`src/rtl/aes128_round_sequencer.sv`:
```
// rtl/aes128_round_sequencer.sv - AES-128 encryption sequencer driving an external shared round datapath
module aes128_round_sequencer #(
  parameter int NUM_ROUNDS    = 10,
  parameter int ROUND_TIMEOUT = 64
) (
  input  logic         clk,
  input  logic         rst,
  input  logic         in_valid,
  output logic         in_ready,
  input  logic [127:0] plaintext,
  input  logic [127:0] cipher_key,
  output logic         out_valid,
  input  logic         out_ready,
  output logic [127:0] ciphertext,
  output logic         busy,
  output logic         err,
  output logic [3:0]   round_idx,
  output logic [127:0] rnd_data_in,
  output logic [127:0] rnd_key,
  output logic         rnd_i_en,
  output logic         rnd_skip_mix_cols,
  input  logic [127:0] rnd_data_out,
  input  logic         rnd_o_en
);

  localparam int CW = $clog2(ROUND_TIMEOUT);

  typedef enum logic [2:0] {S_IDLE, S_KEYGEN, S_ISSUE, S_WAIT, S_DONE} fsm_t;

  fsm_t          fsm_state, fsm_next;
  logic [127:0]  state_reg, key_reg;
  logic [3:0]    round_cnt;
  logic [CW-1:0] wait_cnt;
  logic          err_q;
  logic          last_round, timeout;

  function automatic logic [7:0] gf_mul(input logic [7:0] a, input logic [7:0] b);
    logic [7:0] p, x;
    p = 8'h00;
    x = a;
    for (int i = 0; i < 8; i++) begin
      if (b[i]) p = p ^ x;
      x = {x[6:0], 1'b0} ^ (x[7] ? 8'h1b : 8'h00);
    end
    return p;
  endfunction

  // S-box computed as multiplicative inverse (a^254) followed by the affine map
  function automatic logic [7:0] sbox(input logic [7:0] a);
    logic [7:0] s, r;
    s = a;
    r = 8'h01;
    for (int i = 0; i < 7; i++) begin
      s = gf_mul(s, s);
      r = gf_mul(r, s);
    end
    return r ^ {r[6:0], r[7]} ^ {r[5:0], r[7:6]} ^ {r[4:0], r[7:5]} ^ {r[3:0], r[7:4]} ^ 8'h63;
  endfunction

  function automatic logic [7:0] rcon(input logic [3:0] idx);
    case (idx)
      4'd1:    return 8'h01;
      4'd2:    return 8'h02;
      4'd3:    return 8'h04;
      4'd4:    return 8'h08;
      4'd5:    return 8'h10;
      4'd6:    return 8'h20;
      4'd7:    return 8'h40;
      4'd8:    return 8'h80;
      4'd9:    return 8'h1b;
      4'd10:   return 8'h36;
      default: return 8'h00;
    endcase
  endfunction

  function automatic logic [127:0] expand_key(input logic [127:0] k, input logic [7:0] rc);
    logic [31:0] w0, w1, w2, w3, t;
    t  = {sbox(k[23:16]), sbox(k[15:8]), sbox(k[7:0]), sbox(k[31:24])};
    w0 = k[127:96] ^ t ^ {rc, 24'h0};
    w1 = k[95:64] ^ w0;
    w2 = k[63:32] ^ w1;
    w3 = k[31:0] ^ w2;
    return {w0, w1, w2, w3};
  endfunction

  assign last_round = (round_cnt == 4'(NUM_ROUNDS));
  assign timeout    = (wait_cnt == CW'(ROUND_TIMEOUT - 1));

  always_ff @(posedge clk) begin
    if (rst) fsm_state <= S_IDLE;
    else     fsm_state <= fsm_next;
  end

  always_comb begin
    fsm_next = fsm_state;
    case (fsm_state)
      S_IDLE:   if (in_valid) fsm_next = S_KEYGEN;
      S_KEYGEN: fsm_next = S_ISSUE;
      S_ISSUE:  fsm_next = S_WAIT;
      S_WAIT: begin
        if (rnd_o_en)     fsm_next = last_round ? S_DONE : S_KEYGEN;
        else if (timeout) fsm_next = S_IDLE;
      end
      S_DONE:   if (out_ready) fsm_next = S_IDLE;
      default:  fsm_next = S_IDLE;
    endcase
  end

  always_comb begin
    in_ready          = 1'b0;
    busy              = 1'b1;
    out_valid         = 1'b0;
    ciphertext        = '0;
    rnd_i_en          = 1'b0;
    rnd_skip_mix_cols = 1'b0;
    case (fsm_state)
      S_IDLE: begin
        in_ready = 1'b1;
        busy     = 1'b0;
      end
      S_ISSUE: begin
        rnd_i_en          = 1'b1;
        rnd_skip_mix_cols = last_round;
      end
      S_WAIT:  rnd_skip_mix_cols = last_round;
      S_DONE: begin
        out_valid  = 1'b1;
        ciphertext = state_reg;
      end
      default: ;
    endcase
  end

  assign rnd_data_in = state_reg;
  assign rnd_key     = key_reg;
  assign round_idx   = round_cnt;
  assign err         = err_q;

  // round_cnt returns to 0 whenever the FSM heads back to IDLE
  always_ff @(posedge clk) begin
    if (rst) begin
      state_reg <= '0;
      key_reg   <= '0;
      round_cnt <= '0;
      wait_cnt  <= '0;
      err_q     <= 1'b0;
    end else begin
      err_q <= 1'b0;
      case (fsm_state)
        S_IDLE: begin
          if (in_valid) begin
            state_reg <= plaintext ^ cipher_key;
            key_reg   <= cipher_key;
            round_cnt <= 4'd1;
          end
        end
        S_KEYGEN: key_reg  <= expand_key(key_reg, rcon(round_cnt));
        S_ISSUE:  wait_cnt <= '0;
        S_WAIT: begin
          if (rnd_o_en) begin
            state_reg <= rnd_data_out;
            if (!last_round) round_cnt <= round_cnt + 4'd1;
          end else if (timeout) begin
            err_q     <= 1'b1;
            round_cnt <= '0;
          end else begin
            wait_cnt <= wait_cnt + CW'(1);
          end
        end
        S_DONE:   if (out_ready) round_cnt <= '0;
        default: ;
      endcase
    end
  end

endmodule

```
`config.mk`:
```
export PLATFORM = sky130hd
export DESIGN_NAME = aes128_round_sequencer
export DESIGN_NICKNAME = d
export VERILOG_FILES = /design/src/rtl/aes128_round_sequencer.sv
export SDC_FILE = /design/constraint.sdc
export NUM_CORES = 2
export LEC_CHECK = 0
export CORE_MARGIN = 10
export CORE_UTILIZATION = 54
export CTS_CLUSTER_DIAMETER = 50
export DETAILED_ROUTE_END_ITERATION = 16
export MAX_ROUTING_LAYER = met4
export PLACE_DENSITY_LB_ADDON = 0.3
export SYNTH_ARGS = -nofsm -noshare
export SYNTH_HDL_FRONTEND = slang
export SYNTH_SLANG_ARGS = --single-unit
```
`constraint.sdc`:
```
create_clock -name clk -period 14.7 [get_ports clk]
set_input_delay 2.94 -clock clk [delete_from_list [all_inputs] [get_ports clk]]
set_output_delay 2.94 -clock clk [all_outputs]
set_load 0.02 [all_outputs]
```
# After elaboration in Yosys (flattened, before gate mapping)
# Memories as Yosys holds them, arrays and structs flattened. A register that Yosys moved wholly into a read port is not among the register bits.
# Cells that the tools add are included.
# totals
memories	1
out_inout_bits	394
ramBits	0
mem_bits_ro	128
ff_bits	270
latch_bits	0
# op_classes
magnitude_cmp	0
div	0
n_reduce_logical	12
n_eq_ne	13
add_sub_neg	2
shift	0
mul	0
n_bitwise	783
muxes	1739
# mem_list
memory	depth	width	read_ports	rd_clocked_by_memory_dff	wr	line_no	rtl
(no name shown)	16	8	1	1	0	61	case (idx)
# ops
cell	count
two-way mux 8 bit	1318
bitwise XOR 8 bit	380
bitwise XOR 8 x 5 -> 8 bit	364
two-way mux 5 bit	368
two-way mux 128 bit	4
one-hot mux 128 bit (2 select lines)	2
bitwise XOR 32 bit	5
bitwise XOR 128 bit	1
two-way mux 4 bit	11
two-way mux 6 bit	6
NOT 1 bit	29
two-way mux 7 bit	4
two-way mux 3 bit	9
NOT 4 bit	4
one-hot mux 3 bit (5 select lines)	1
one-hot mux 4 bit (3 select lines)	1
one-hot mux 6 bit (2 select lines)	1
two-way mux 1 bit	10
!= test 2 bit, second input constant	5
AND reduction 3 bit	3
two-way mux 2 bit	4
adder 6 x 1 -> 6 bit, second input constant	1
== test 3 x 2 -> 1 bit, second input constant	2
== test 6 bit, second input constant	1
other kinds (12)	15

# Longest topological paths before layout
# depth
ltp_word	259
ltp_mapped	64

# Worst setup path before layout
# OpenSTA, ideal clock, no wires.
# synth_timing
path_kind	reg2reg
from	register key_reg[16] (netlist: rnd_key[16])
to	register key_reg[56] (netlist: rnd_key[56])
synth_period_minus_slack_ps	15269
stages_incl_launch_ff	59
setup_slack_ps	-569
t_arrival_ps	15142
path_buffers	5
cell_sequence	dfxtp_1 ha_1 mux2i_1 xnor3_1 xnor2_1 xnor2_2 ha_1 clkbuf_1 inv_1 nor2_1 xnor2_1 xnor2_1 inv_1 clkbuf_1 clkbuf_1 ha_1 xnor2_1 xnor2_1 [... 23 more ...] xor2_2 xor2_1 xnor2_1 mux2i_1 o2bb2ai_1 xnor3_1 xor3_1 xor2_1 o21ai_1 a22oi_1 xnor3_1 xnor2_1 xor3_2 xnor3_1 xor2_1 a21o_1 a221oi_1 nor2_1
# synth_via
elab_chain_len	258
# synth_rtl
element	line_no	rtl
start: declaration	31	logic [127:0] state_reg, key_reg;
start signal: assignment	153	key_reg <= cipher_key;
start signal: assignment	157	S_KEYGEN: key_reg <= expand_key(key_reg, rcon(round_cnt));
two-way mux 8 bit	42	if (b[i]) p = p ^ x;
two-way mux 8 bit	149	case (fsm_state)
two-way mux 8 bit	141	if (rst) begin
bitwise XOR 8 bit	42	
two-way mux 8 bit	42	
two-way mux 8 bit	149	
two-way mux 8 bit	141	
bitwise XOR 8 bit	42	
[... 239 more ...]	-	
two-way mux 8 bit (*)	141	
bitwise XOR 8 bit (3 in a row)	57	return r ^ {r[6:0], r[7]} ^ {r[5:0], r[7:6]} ^ {r[4:0], r[7:5]} ^ {r[3:0], r[7:4]} ^ 8'h63;
bitwise XOR 8 bit (*)	57	
NOT 4 bit (no source line) (*)	-	
bitwise XOR 32 bit (*) (2 in a row)	79	w0 = k[127:96] ^ t ^ {rc, 24'h0};
bitwise XOR 32 bit (*)	80	w1 = k[95:64] ^ w0;
bitwise XOR 32 bit (*)	81	w2 = k[63:32] ^ w1;
one-hot mux 128 bit (2 select lines) (*)	149	
# Mark *: on every way between the ends. The rest lies on a longest branch, timed or not. The select of a mux whose other input is x is not followed.
# A chain may end at the register's enable or synchronous reset.

# Final worst setup path
# layout_timing
from	register key_reg[8] (netlist: rnd_key[8])
to	register key_reg[18] (netlist: rnd_key[18])
# layout_via
elab_chain_len	258
# layout_rtl
element	line_no	rtl
two-way mux 8 bit	42	
two-way mux 8 bit	149	
two-way mux 8 bit	141	
bitwise XOR 8 bit	42	
two-way mux 8 bit	42	
two-way mux 8 bit	149	
two-way mux 8 bit	141	
bitwise XOR 8 bit	42	
[... 239 more ...]	-	
two-way mux 8 bit (*)	141	
bitwise XOR 8 bit (3 in a row)	57	
bitwise XOR 8 bit (*)	57	
bitwise XOR 32 bit (*) (2 in a row)	79	
bitwise XOR 32 bit (*)	80	
bitwise XOR 32 bit (*)	81	
bitwise XOR 32 bit (*)	82	w3 = k[31:0] ^ w2;
one-hot mux 128 bit (2 select lines) (*)	149	
# Marks and branches as above.

==> impl_metrics.csv <==
group,metric,value,unit
logic_synthesis,synthCells,9163,
timing,setup_viol,0,
floorplan,die_h,378,µm
timing,fin_worst_skew,0.0415,ns
final_layout,drive_gt1_frac,0.153,
logic_synthesis,ys_ff_latch,278,
timing,worst_pin_slew,1.27,ns
timing,final_hold_viol_count,0,
timing,fmax,0.0696,GHz
grt,grt_pass1_wl,435,mm
final_layout,multi_input_area,0.0634,mm²
timing,setup_ws,0.336,ns
timing,slew_headroom,0.148,
place,dp_hpwl,234,mm
setup_path,cp-end-kind,"flip-flop",
setup_path,cp-start-kind,"flip-flop",
setup_path,crit_top_cell,"xnor3_1",
floorplan,die_w,378,µm
timing,layout_worst_path_cycle_share,0.977,
final_layout,area_delta_synth_final,26.1,%
detailed_routing,viasPerCell,6.25,
floorplan,io_pins,783,
place,gp_congestion,1.06,
setup_path,required,15.18,ns
logic_synthesis,seq_area_frac_synth,0.0803,
timing,post-route-min-period,14.36,ns
flow_run,max-cap-violations,0,
grt,grt_pass1_vias,68955,
clocking,h-tree-depth,2,
logic_synthesis,synth_nets,9578,
grt,grt-ovfl-total,0,
status,status,"complete, no violations",
logic_synthesis,yosysWarnings,0,
clocking,clk_latency,0.67,ns
floorplan,fp.coreArea,0.128,mm²
floorplan,die_area,0.143,mm²
setup_path,rrSetupSlack,0.34,ns
clocking,clkTransAtPathRegs,0.06,ns
final_layout,regArea,0.00557,mm²
timing,fin_tns_setup,0,ns
final_layout,finalNetCount,10601,
final_layout,fillers,10691,
logic_synthesis,synth_flop_cell,"dfxtp_1",
clocking,clk_path_buf_depth,3,
detailed_routing,first_pass_iters,8,
clocking,cts_tree,"done",
setup_path,critPathMaxStageDelay,0.55,ns
grt,antenna_found_initial,24,
logic_synthesis,syn_area,0.0693,mm²
detailed_routing,dr.first_iter.drc_count,8851,
min_path,hp-class,"reg -> reg",
logic_synthesis,avgSynthCellArea,7.57,µm²
place,post-place-ws,-0.410,ns
setup_path,crit_slowest_cell,"xnor3_2",
floorplan,num_rows,131,
logic_synthesis,ys_top_cells_by_count,"xnor2_1 (1699), nor2_1 (1335), nand2_1 (881)",
logic_synthesis,async_flop_share,0,
place,port_buffers,782,
floorplan,start_util,0.544,
clocking,clock_tree.root_cell,"clkbuf_16",
logic_synthesis,synth_cell_types,120,
logic_synthesis,yosysMostFrequentCell,"xnor2_1",
timing,slew_violations,0,
detailed_routing,drc,0,
logic_synthesis,synth_top_area_share,0.215,
clocking,cts.hold.buffers_added,0,
setup_path,cp_max_fo,15,
final_layout,fin_util,0.686,
detailed_routing,post_drt_wl_per_cell,25.0,µm
setup_path,arrival,14.85,ns
logic_synthesis,synth-edff-count,0,
detailed_routing,dr_total_vias,74425,
clocking,cts_made_buffers,50,
logic_synthesis,yosys.area.top_type,"xnor2_1",
grt,grt_max_degree,137,
setup_path,crit_type,"reg -> reg",
clocking,cts.sinks,278,
logic_synthesis,ys_top_cells_by_area,"xnor2_1 (21%), xnor3_1 (12%), dfxtp_1 (8.0%)",
detailed_routing,ant_nets,0,
detailed_routing,wirelength,298,mm
grt,track_usage,0.400,
==> cell usage in the layout, fill, tap and decap left out, drive strengths merged, types with 58 or more instances in the layout <==
cell,n
xor2,472
nor2b,60
inv,102
o21ai,366
nand2,882
o22ai,117
xnor3,387
nand2b,71
nor3,212
clkdlybuf4s50,781
dfxtp,278
nand3,207
a22oi,132
o211ai,92
a21oi,616
and3,166
a31oi,77
buf,826
xnor2,1809
mux2i,162
and2,60
nor2,1338
clkbuf,58
a211oi,202
==> what timing repair did <==
item | CTS | global route
pin swaps | 12 | 105
buffers inserted | 7 | 115
endpoints found under the setup margin | 68 | 128
gates resized for setup | 46 | 358
cloned | 0 | 2
==> worst max-delay path: cells and delay by family (launching register included) <==
kind / cells / cell delay (ns)
muxes: 1 / 0.29
adders and majority gates: 2 / 0.71
xor gates and xnor gates: 33 / 10.20
DFF: 1 / 0.34
and+or+nand+nor: 7 / 0.66
buffers and inverters: 7 / 1.46
AOI/OAI and AO/OA: 3 / 0.48
==> cell type report <==
type / count / area share
timing repair buffer: 1607 / 0.163
sequential: 278 / 0.0637
clock inverter: 36 / 0.00479
clock buffer: 58 / 0.0152
inverter: 93 / 0.00399
antenna: 21 / 0.000601
multi-input combinational: 8156 / 0.724
tap: 1662 / 0.0238
==> sequential cells by signal, summed over array words and instances, names as in the netlist, named ones only <==
signal,flops
rnd_data_in,128
rnd_key,128
wait_cnt,6
round_idx,4
fsm_state,3
err,1
==> metrics by stage <==
| step | std cells | hold WS (ns) | area (µm²) |
|---|---|---|---|
| 6_report | 11911 | 0.489 | 87500 |
| 5_1_grt | 11906 | 0.532 | 87400 |
| 4_1_cts | 11773 | 0.490 | 84400 |
| 3_5_place_dp | 11672 | 0.480 | 82300 |
| 3_3_place_gp | 11672 | 0.464 | 82300 |
| 2_1_floorplan | 9163 | 0.452 | 69400 |
==> metal layers <==
layer / wire, µm / vias to the layer above / GRT usage
met5: 0 / - / -
met4: 18600 / 0 / 0.205
met3: 32300 / 759 / 0.0848
met2: 130000 / 4335 / 0.597
met1: 117000 / 35543 / 0.507
li1: - / 33788 / -
==> worst paths after layout <==
path	start	endpoint	cells after the start
max reg2reg	rnd_key[8]	rnd_key[18]	53
min	wait_cnt[1]	wait_cnt[1]	2
min reg2reg	wait_cnt[1]	wait_cnt[1]	2
max	rnd_key[8]	rnd_key[18]	53
==> cell families (layout without fill, tap and decap cells) <==
group / Yosys count / in the layout / synth area share
other: 0 / 21 / 0
XOR/XNOR: 2722 / 2722 / 0.451
multiplexers: 212 / 212 / 0.0319
AO/OA/AOI/OAI: 2017 / 2017 / 0.188
AND/OR/NAND/NOR: 3176 / 3176 / 0.201
buffers and inverters: 729 / 1794 / 0.0428
flip-flops: 278 / 278 / 0.0803
adder cells (fa/ha/maj): 29 / 29 / 0.00512
Power is not shown: default switching activity piles up to over one toggle a cycle in this logic, so the estimate is an artifact.
